File: src/rtl/im_sched_if.sv
// Request/connection bundle between the VC side of an input port and the
// IM scheduler. The requester (master) drives requests, directions and the
// per-CM blocked status; the scheduler (slave) returns acks, the crossbar
// configuration and the per-CM free flags.
interface im_sched_if #(
    parameter int VCN = 2,
    parameter int CMN = 2,
    parameter int SN  = 2
);
    logic [VCN-1:0]          vc_req;
    logic [VCN-1:0][SN-1:0]  vc_dir;
    logic [CMN-1:0][SN-1:0]  cm_blk;
    logic [VCN-1:0]          vc_ack;
    logic [CMN-1:0][VCN-1:0] cfg;
    logic [CMN-1:0]          cm_free;

    modport master (
        output vc_req, vc_dir, cm_blk,
        input  vc_ack, cfg, cm_free
    );

    modport slave (
        input  vc_req, vc_dir, cm_blk,
        output vc_ack, cfg, cm_free
    );
endinterface

File: src/rtl/im_sched.sv
// IM crossbar scheduler: single-iteration iSLIP-style request/grant/accept
// matching of VCN virtual circuits onto CMN central modules, once per cycle.
// cfg, vc_ack and cm_free are all registered; eligibility is computed from
// the registered state so a CM freed at an edge is only reusable afterwards.
module im_sched #(
    parameter int VCN = 2,
    parameter int CMN = 2,
    parameter int SN  = 2
) (
    input  logic        clk,
    input  logic        rst,
    im_sched_if.slave   bus
);
    localparam int VPW = (VCN > 1) ? $clog2(VCN) : 1;
    localparam int CPW = (CMN > 1) ? $clog2(CMN) : 1;

    logic [VCN-1:0]          vc_req;
    logic [VCN-1:0][SN-1:0]  vc_dir;
    logic [CMN-1:0][SN-1:0]  cm_blk;

    logic [CMN-1:0][VCN-1:0] cfg_q, cfg_d;
    logic [VCN-1:0]          vc_ack_q, vc_ack_d;
    logic [CMN-1:0]          cm_free_q, cm_free_d;
    logic [CMN-1:0][VPW-1:0] g_ptr_q, g_ptr_d;
    logic [VCN-1:0][CPW-1:0] a_ptr_q, a_ptr_d;

    logic [VCN-1:0][CMN-1:0] elig;
    logic [CMN-1:0][VCN-1:0] grant;
    logic [VCN-1:0][CMN-1:0] accept;

    assign vc_req = bus.vc_req;
    assign vc_dir = bus.vc_dir;
    assign cm_blk = bus.cm_blk;

    assign bus.vc_ack  = vc_ack_q;
    assign bus.cfg     = cfg_q;
    assign bus.cm_free = cm_free_q;

    // Circular index base+k modulo n; base and k are both below n.
    function automatic int wrap_add(input int base, input int k, input int n);
        int s;
        s = base + k;
        return (s >= n) ? s - n : s;
    endfunction

    // Eligibility: waiting VC, free CM, and at least one wanted direction unblocked.
    always_comb begin
        // NOTE: every always_comb output gets a full default before any
        // conditional update so no path leaves it holding a value (no latch).
        elig = '0;
        for (int i = 0; i < VCN; i++) begin
            for (int j = 0; j < CMN; j++) begin
                elig[i][j] = vc_req[i] & ~vc_ack_q[i] & cm_free_q[j]
                           & |(vc_dir[i] & ~cm_blk[j]);
            end
        end
    end

    // Grant: each CM picks the first eligible VC at or after its grant pointer.
    always_comb begin : grant_arb
        logic found;
        grant = '0;
        found = 1'b0;
        for (int j = 0; j < CMN; j++) begin
            found = 1'b0;
            for (int k = 0; k < VCN; k++) begin
                for (int i = 0; i < VCN; i++) begin
                    if (!found && elig[i][j] &&
                        i == wrap_add(int'(g_ptr_q[j]), k, VCN)) begin
                        grant[j][i] = 1'b1;
                        found       = 1'b1;
                    end
                end
            end
        end
    end

    // Accept: each granted VC picks the first granting CM at or after its accept pointer.
    always_comb begin : accept_arb
        logic found;
        accept = '0;
        found  = 1'b0;
        for (int i = 0; i < VCN; i++) begin
            found = 1'b0;
            for (int k = 0; k < CMN; k++) begin
                for (int j = 0; j < CMN; j++) begin
                    if (!found && grant[j][i] &&
                        j == wrap_add(int'(a_ptr_q[i]), k, CMN)) begin
                        accept[i][j] = 1'b1;
                        found        = 1'b1;
                    end
                end
            end
        end
    end

    // Next state: apply releases, then new matches and pointer updates; derive ack/free.
    always_comb begin
        cfg_d     = cfg_q;
        g_ptr_d   = g_ptr_q;
        a_ptr_d   = a_ptr_q;
        vc_ack_d  = '0;
        cm_free_d = '0;

        // A connected VC that dropped its request gives up its CM.
        for (int i = 0; i < VCN; i++) begin
            if (vc_ack_q[i] && !vc_req[i]) begin
                for (int j = 0; j < CMN; j++) begin
                    cfg_d[j][i] = 1'b0;
                end
            end
        end

        // Matches only touch free CMs and unconnected VCs, so they never
        // collide with a release in the same cycle.
        for (int i = 0; i < VCN; i++) begin
            for (int j = 0; j < CMN; j++) begin
                if (accept[i][j]) begin
                    cfg_d[j][i] = 1'b1;
                    g_ptr_d[j]  = VPW'(wrap_add(i, 1, VCN));
                    a_ptr_d[i]  = CPW'(wrap_add(j, 1, CMN));
                end
            end
        end

        for (int i = 0; i < VCN; i++) begin
            for (int j = 0; j < CMN; j++) begin
                vc_ack_d[i] = vc_ack_d[i] | cfg_d[j][i];
            end
        end
        for (int j = 0; j < CMN; j++) begin
            cm_free_d[j] = ~|cfg_d[j];
        end
    end

    // State register with synchronous reset.
    always_ff @(posedge clk) begin
        // NOTE: sequential state uses non-blocking assignments so every flop
        // samples the pre-edge values, independent of statement order.
        if (rst) begin
            cfg_q     <= '0;
            vc_ack_q  <= '0;
            cm_free_q <= '1;
            g_ptr_q   <= '0;
            a_ptr_q   <= '0;
        end else begin
            cfg_q     <= cfg_d;
            vc_ack_q  <= vc_ack_d;
            cm_free_q <= cm_free_d;
            g_ptr_q   <= g_ptr_d;
            a_ptr_q   <= a_ptr_d;
        end
    end
endmodule

File: src/flat_wrapper.sv
// flat-port wrapper written by rule: the top's interface ports become plain ports
module im_sched_flat 
#(
    parameter int VCN = 2,
    parameter int CMN = 2,
    parameter int SN  = 2
)
  (clk, rst, bus_vc_req, bus_vc_dir, bus_cm_blk, bus_vc_ack, bus_cfg, bus_cm_free);
  im_sched_if #(.VCN(VCN), .CMN(CMN), .SN(SN)) bus_i ();
  input  logic clk;
  input  logic rst;
  input wire logic [$bits(bus_i.vc_req)-1:0] bus_vc_req;
  input wire logic [$bits(bus_i.vc_dir)-1:0] bus_vc_dir;
  input wire logic [$bits(bus_i.cm_blk)-1:0] bus_cm_blk;
  output wire logic [$bits(bus_i.vc_ack)-1:0] bus_vc_ack;
  output wire logic [$bits(bus_i.cfg)-1:0] bus_cfg;
  output wire logic [$bits(bus_i.cm_free)-1:0] bus_cm_free;
  assign bus_i.vc_req = bus_vc_req;
  assign bus_i.vc_dir = bus_vc_dir;
  assign bus_i.cm_blk = bus_cm_blk;
  assign bus_vc_ack = bus_i.vc_ack;
  assign bus_cfg = bus_i.cfg;
  assign bus_cm_free = bus_i.cm_free;
  im_sched #(.VCN(VCN), .CMN(CMN), .SN(SN)) u_core (.clk(clk), .rst(rst), .bus(bus_i));
endmodule
File: config.mk
export PLATFORM = sky130hd
export DESIGN_NAME = im_sched_flat
export DESIGN_NICKNAME = d
export VERILOG_FILES = /design/src/rtl/im_sched_if.sv /design/src/rtl/im_sched.sv /design/src/flat_wrapper.sv
export SDC_FILE = /design/constraint.sdc
export NUM_CORES = 1
export LEC_CHECK = 0
export CAP_MARGIN = 20
export CORE_MARGIN = 10
export CORE_UTILIZATION = 40
export CTS_CLUSTER_DIAMETER = 40
export DETAILED_ROUTE_END_ITERATION = 8
export GPL_TIMING_DRIVEN = 0
export PLACE_DENSITY = 0.73
export SLEW_MARGIN = 20
export SYNTH_ARGS = -nofsm -noshare
export SYNTH_HDL_FRONTEND = slang
export SYNTH_SLANG_ARGS = --single-unit
File: constraint.sdc
create_clock -name clk -period 1.52 [get_ports clk]
set_clock_uncertainty 0.2 [all_clocks]
set_input_delay 0.228 -clock clk [delete_from_list [all_inputs] [get_ports clk]]
set_output_delay 0.228 -clock clk [all_outputs]
set_load 0.03 [all_outputs]
==> flow_summary_export.csv <==
group,metric,value,unit
status,run_status,"complete, but fails checks",
status,violations,"setup timing",
grt,first_global_vias,651,
placed_design,detailed_place_hpwl,1333,um
logic_synthesis,syn_area,650.6,um^2
worst_setup_path,startpoint_type,"flop",
logic_synthesis,synth_seq_cells,12,
pwr,ir_drop,0.0005893,V
routing,wl_met2,1028,um
floorplan,io_pins,20,
clock_tree,clk_path_buf_depth,2,
worst_setup_path,cp.required,1.48,ns
placed_design,globalplace.congestion,0.7293,
timing,hold_viol,0,
routing,routedWlPerCell,17.81,um
pwr,leakage,0.4401,nW
routing,routed_wl,1977,um
clock_tree,h-tree-depth,1,
placed_design,port_buffers,19,
grt,grt-ovfl-total,0,
final_layout,fin_util,0.6905,
grt,grt_max_degree,11,
final_layout,finalNetCount,108,
grt,grt_pass1_wl,3111,um
pwr,cellPowerDensity,935.9,nW/um^2
placed_design,post-place-ws,-0.6137,ns
floorplan,die_w,60.33,um
final_layout,insertedDiodeCount,0,
routing,highest_layer,"met3",
logic_synthesis,syn_area_per_cell,10.17,um^2
min_path,hp-class,"flop to flop",
pwr,power.total,0.0009849,W
routing,drt_iter0_markers,13,
grt,antenna_found_initial,0,
timing,timing.hold.ws,0.3334,ns
floorplan,die_y,60.33,um
clock_tree,cts_tree,"yes",
logic_synthesis,synth_enable_flop_cells,0,
clock_tree,clkLatencyLatePin,0.26,ns
worst_setup_path,crit_arrival,1.65,ns
logic_synthesis,synth_top_cells_by_count,"dfxtp_1, nor2b_1, a21oi_1, nand2_1, inv_1",
routing,drcViolationCount,0,
timing,fmax,0.5921,GHz
timing,worst_slew_pin_slew,0.4777,ns
routing,ant_nets,0,
final_layout,nFillCells,139,
timing,setup-tns-final,-1.046,ns
logic_synthesis,synth_top_area_frac,0.3692,
floorplan,rows,14,
routing,wl_met3,132,um
logic_synthesis,ys_types,29,
final_layout,area_delta_synth_final,61.73,%
logic_synthesis,synth_area_leaders,"dfxtp_1, nor2b_1, o311ai_2",
worst_setup_path,critPathKind,"flop to flop",
timing,setup_viol,11,
job,cap_violations,0,
routing,first_pass_iters,4,
routing,num_vias,644,
timing,finalCritPeriodShare,1.111,
logic_synthesis,yosysTopAreaCell,"dfxtp_1",
floorplan,die_area,3640,um^2
timing,setup_slack,-0.1689,ns
timing,max_slew_margin,0.6815,
clock_tree,cts_sinks,12,
floorplan,core,1524,um^2
logic_synthesis,async_reset_ff_frac,0,
final_layout,drive_above_1_share,0.3895,
logic_synthesis,ys_warn_count,0,
routing,met1Wirelength,817,um
floorplan,initial_core_util,0.4269,
worst_setup_path,crit_path_end_kind,"flop",
logic_synthesis,synth_most_common_cell,"dfxtp_1",
timing,slew_violations,0,
clock_tree,clk_transition_reported_paths,0.08,ns
clock_tree,clockRootBuffer,"clkbuf_4",
worst_setup_path,worstPathMaxFanout,4,
clock_tree,numCtsBuffers,3,
routing,vias_per_cell,5.802,
logic_synthesis,ys_seq_area_frac,0.3692,
logic_synthesis,synth_nets,76,
timing,min_period,1.689,ns
timing,rsz0062_at_grt,"true",
grt,grt_usage,0.1106,
logic_synthesis,netlist_instances,64,
logic_synthesis,synthFlopType,"dfxtp_1",
==> power breakdown <==
part           switching, W  total [W]  internal (W)
sequential        0.0000386   0.000394      0.000356
clock              0.000101   0.000246      0.000145
combinational      0.000185   0.000344      0.000160
==> timing repair <==
action / 4_1_cts / 5_1_grt
hold buffers: 0 / 0
resized for setup: 41 / 3
setup buffers: 5 / 3
setup endpoints to repair: 19 / 14
pin swaps: 13 / 7
==> logic make-up after synthesis <==
| logic type | count (synthesis) | synth area share |
|---|---|---|
| AOI/OAI and AO/OA | 29 | 0.4269 |
| buffers and inverters | 4 | 0.02307 |
| DFF | 12 | 0.3692 |
| and+or+nand+nor | 19 | 0.1808 |
==> layout by cell type, fill, tap and decap left out, types with 2 or more instances in the layout <==
cell type	Yosys	final
dfxtp_4	0	2
nand2_1	5	5
nor2b_4	1	7
inv_1	3	3
nand2b_1	2	2
o211a_1	2	2
a41oi_2	0	2
o2111a_2	1	2
o211ai_4	0	2
o311ai_4	0	2
a21oi_1	5	5
clkbuf_4	0	3
dfxtp_1	12	10
buf_4	0	7
a41o_1	2	2
dlygate4sd2_1	0	16
o211ai_1	2	2
==> layout make-up <==
type | instances | area (um^2) | area share
multi-input cells | 48 | 503.0 | 0.4780
inverters | 3 | 11.26 | 0.01070
flip-flops and latches | 12 | 247.7 | 0.2354
plain buffers | 1 | 3.754 | 0.003567
clock buffers | 4 | 36.28 | 0.03448
well taps | 16 | 20.02 | 0.01902
repair buffers | 27 | 230.2 | 0.2188
==> state kept, by name, indices dropped and copies added (netlist names) <==
signal              flops
u_core.bus.cm_free      2
u_core.bus.vc_ack       2
u_core.g_ptr_q          2
u_core.bus.cfg          4
u_core.a_ptr_q          2
==> critical path: stages, from the launching register on <==
cell	delay (ns)
dfxtp_4	0.34
and2b_2	0.24
buf_4	0.12
o211ai_4	0.09
a311o_1	0.38
a41o_1	0.22
==> metrics by stage <==
step | area (um^2) | instances
after detailed placement | 878.3 | 99
final | 1052 | 111
after CTS | 1030 | 108
after global placement | 878.3 | 99
after floorplan | 668.1 | 64
after global routing | 1052 | 111
==> layer usage <==
layer,global-route usage,up-vias
met2,0.2074,17
met4,0.01923,0
met3,0.04384,0
met1,0.1136,309
met5,0,-
li1,-,318
==> worst paths after layout <==
check / from / endpoint / slack (ns) / cells past startpoint
worst max register to register: u_core.bus.vc_ack[1] / u_core.bus.cm_free[0] / -0.17 / 5
worst max-delay path: u_core.bus.vc_ack[1] / u_core.bus.cm_free[0] / -0.17 / 5
worst min-delay path: u_core.bus.cfg[2] / u_core.bus.cfg[2] / 0.33 / 2
worst min register to register: u_core.bus.cfg[2] / u_core.bus.cfg[2] / 0.33 / 2
(Power assumes the default switching activity.)
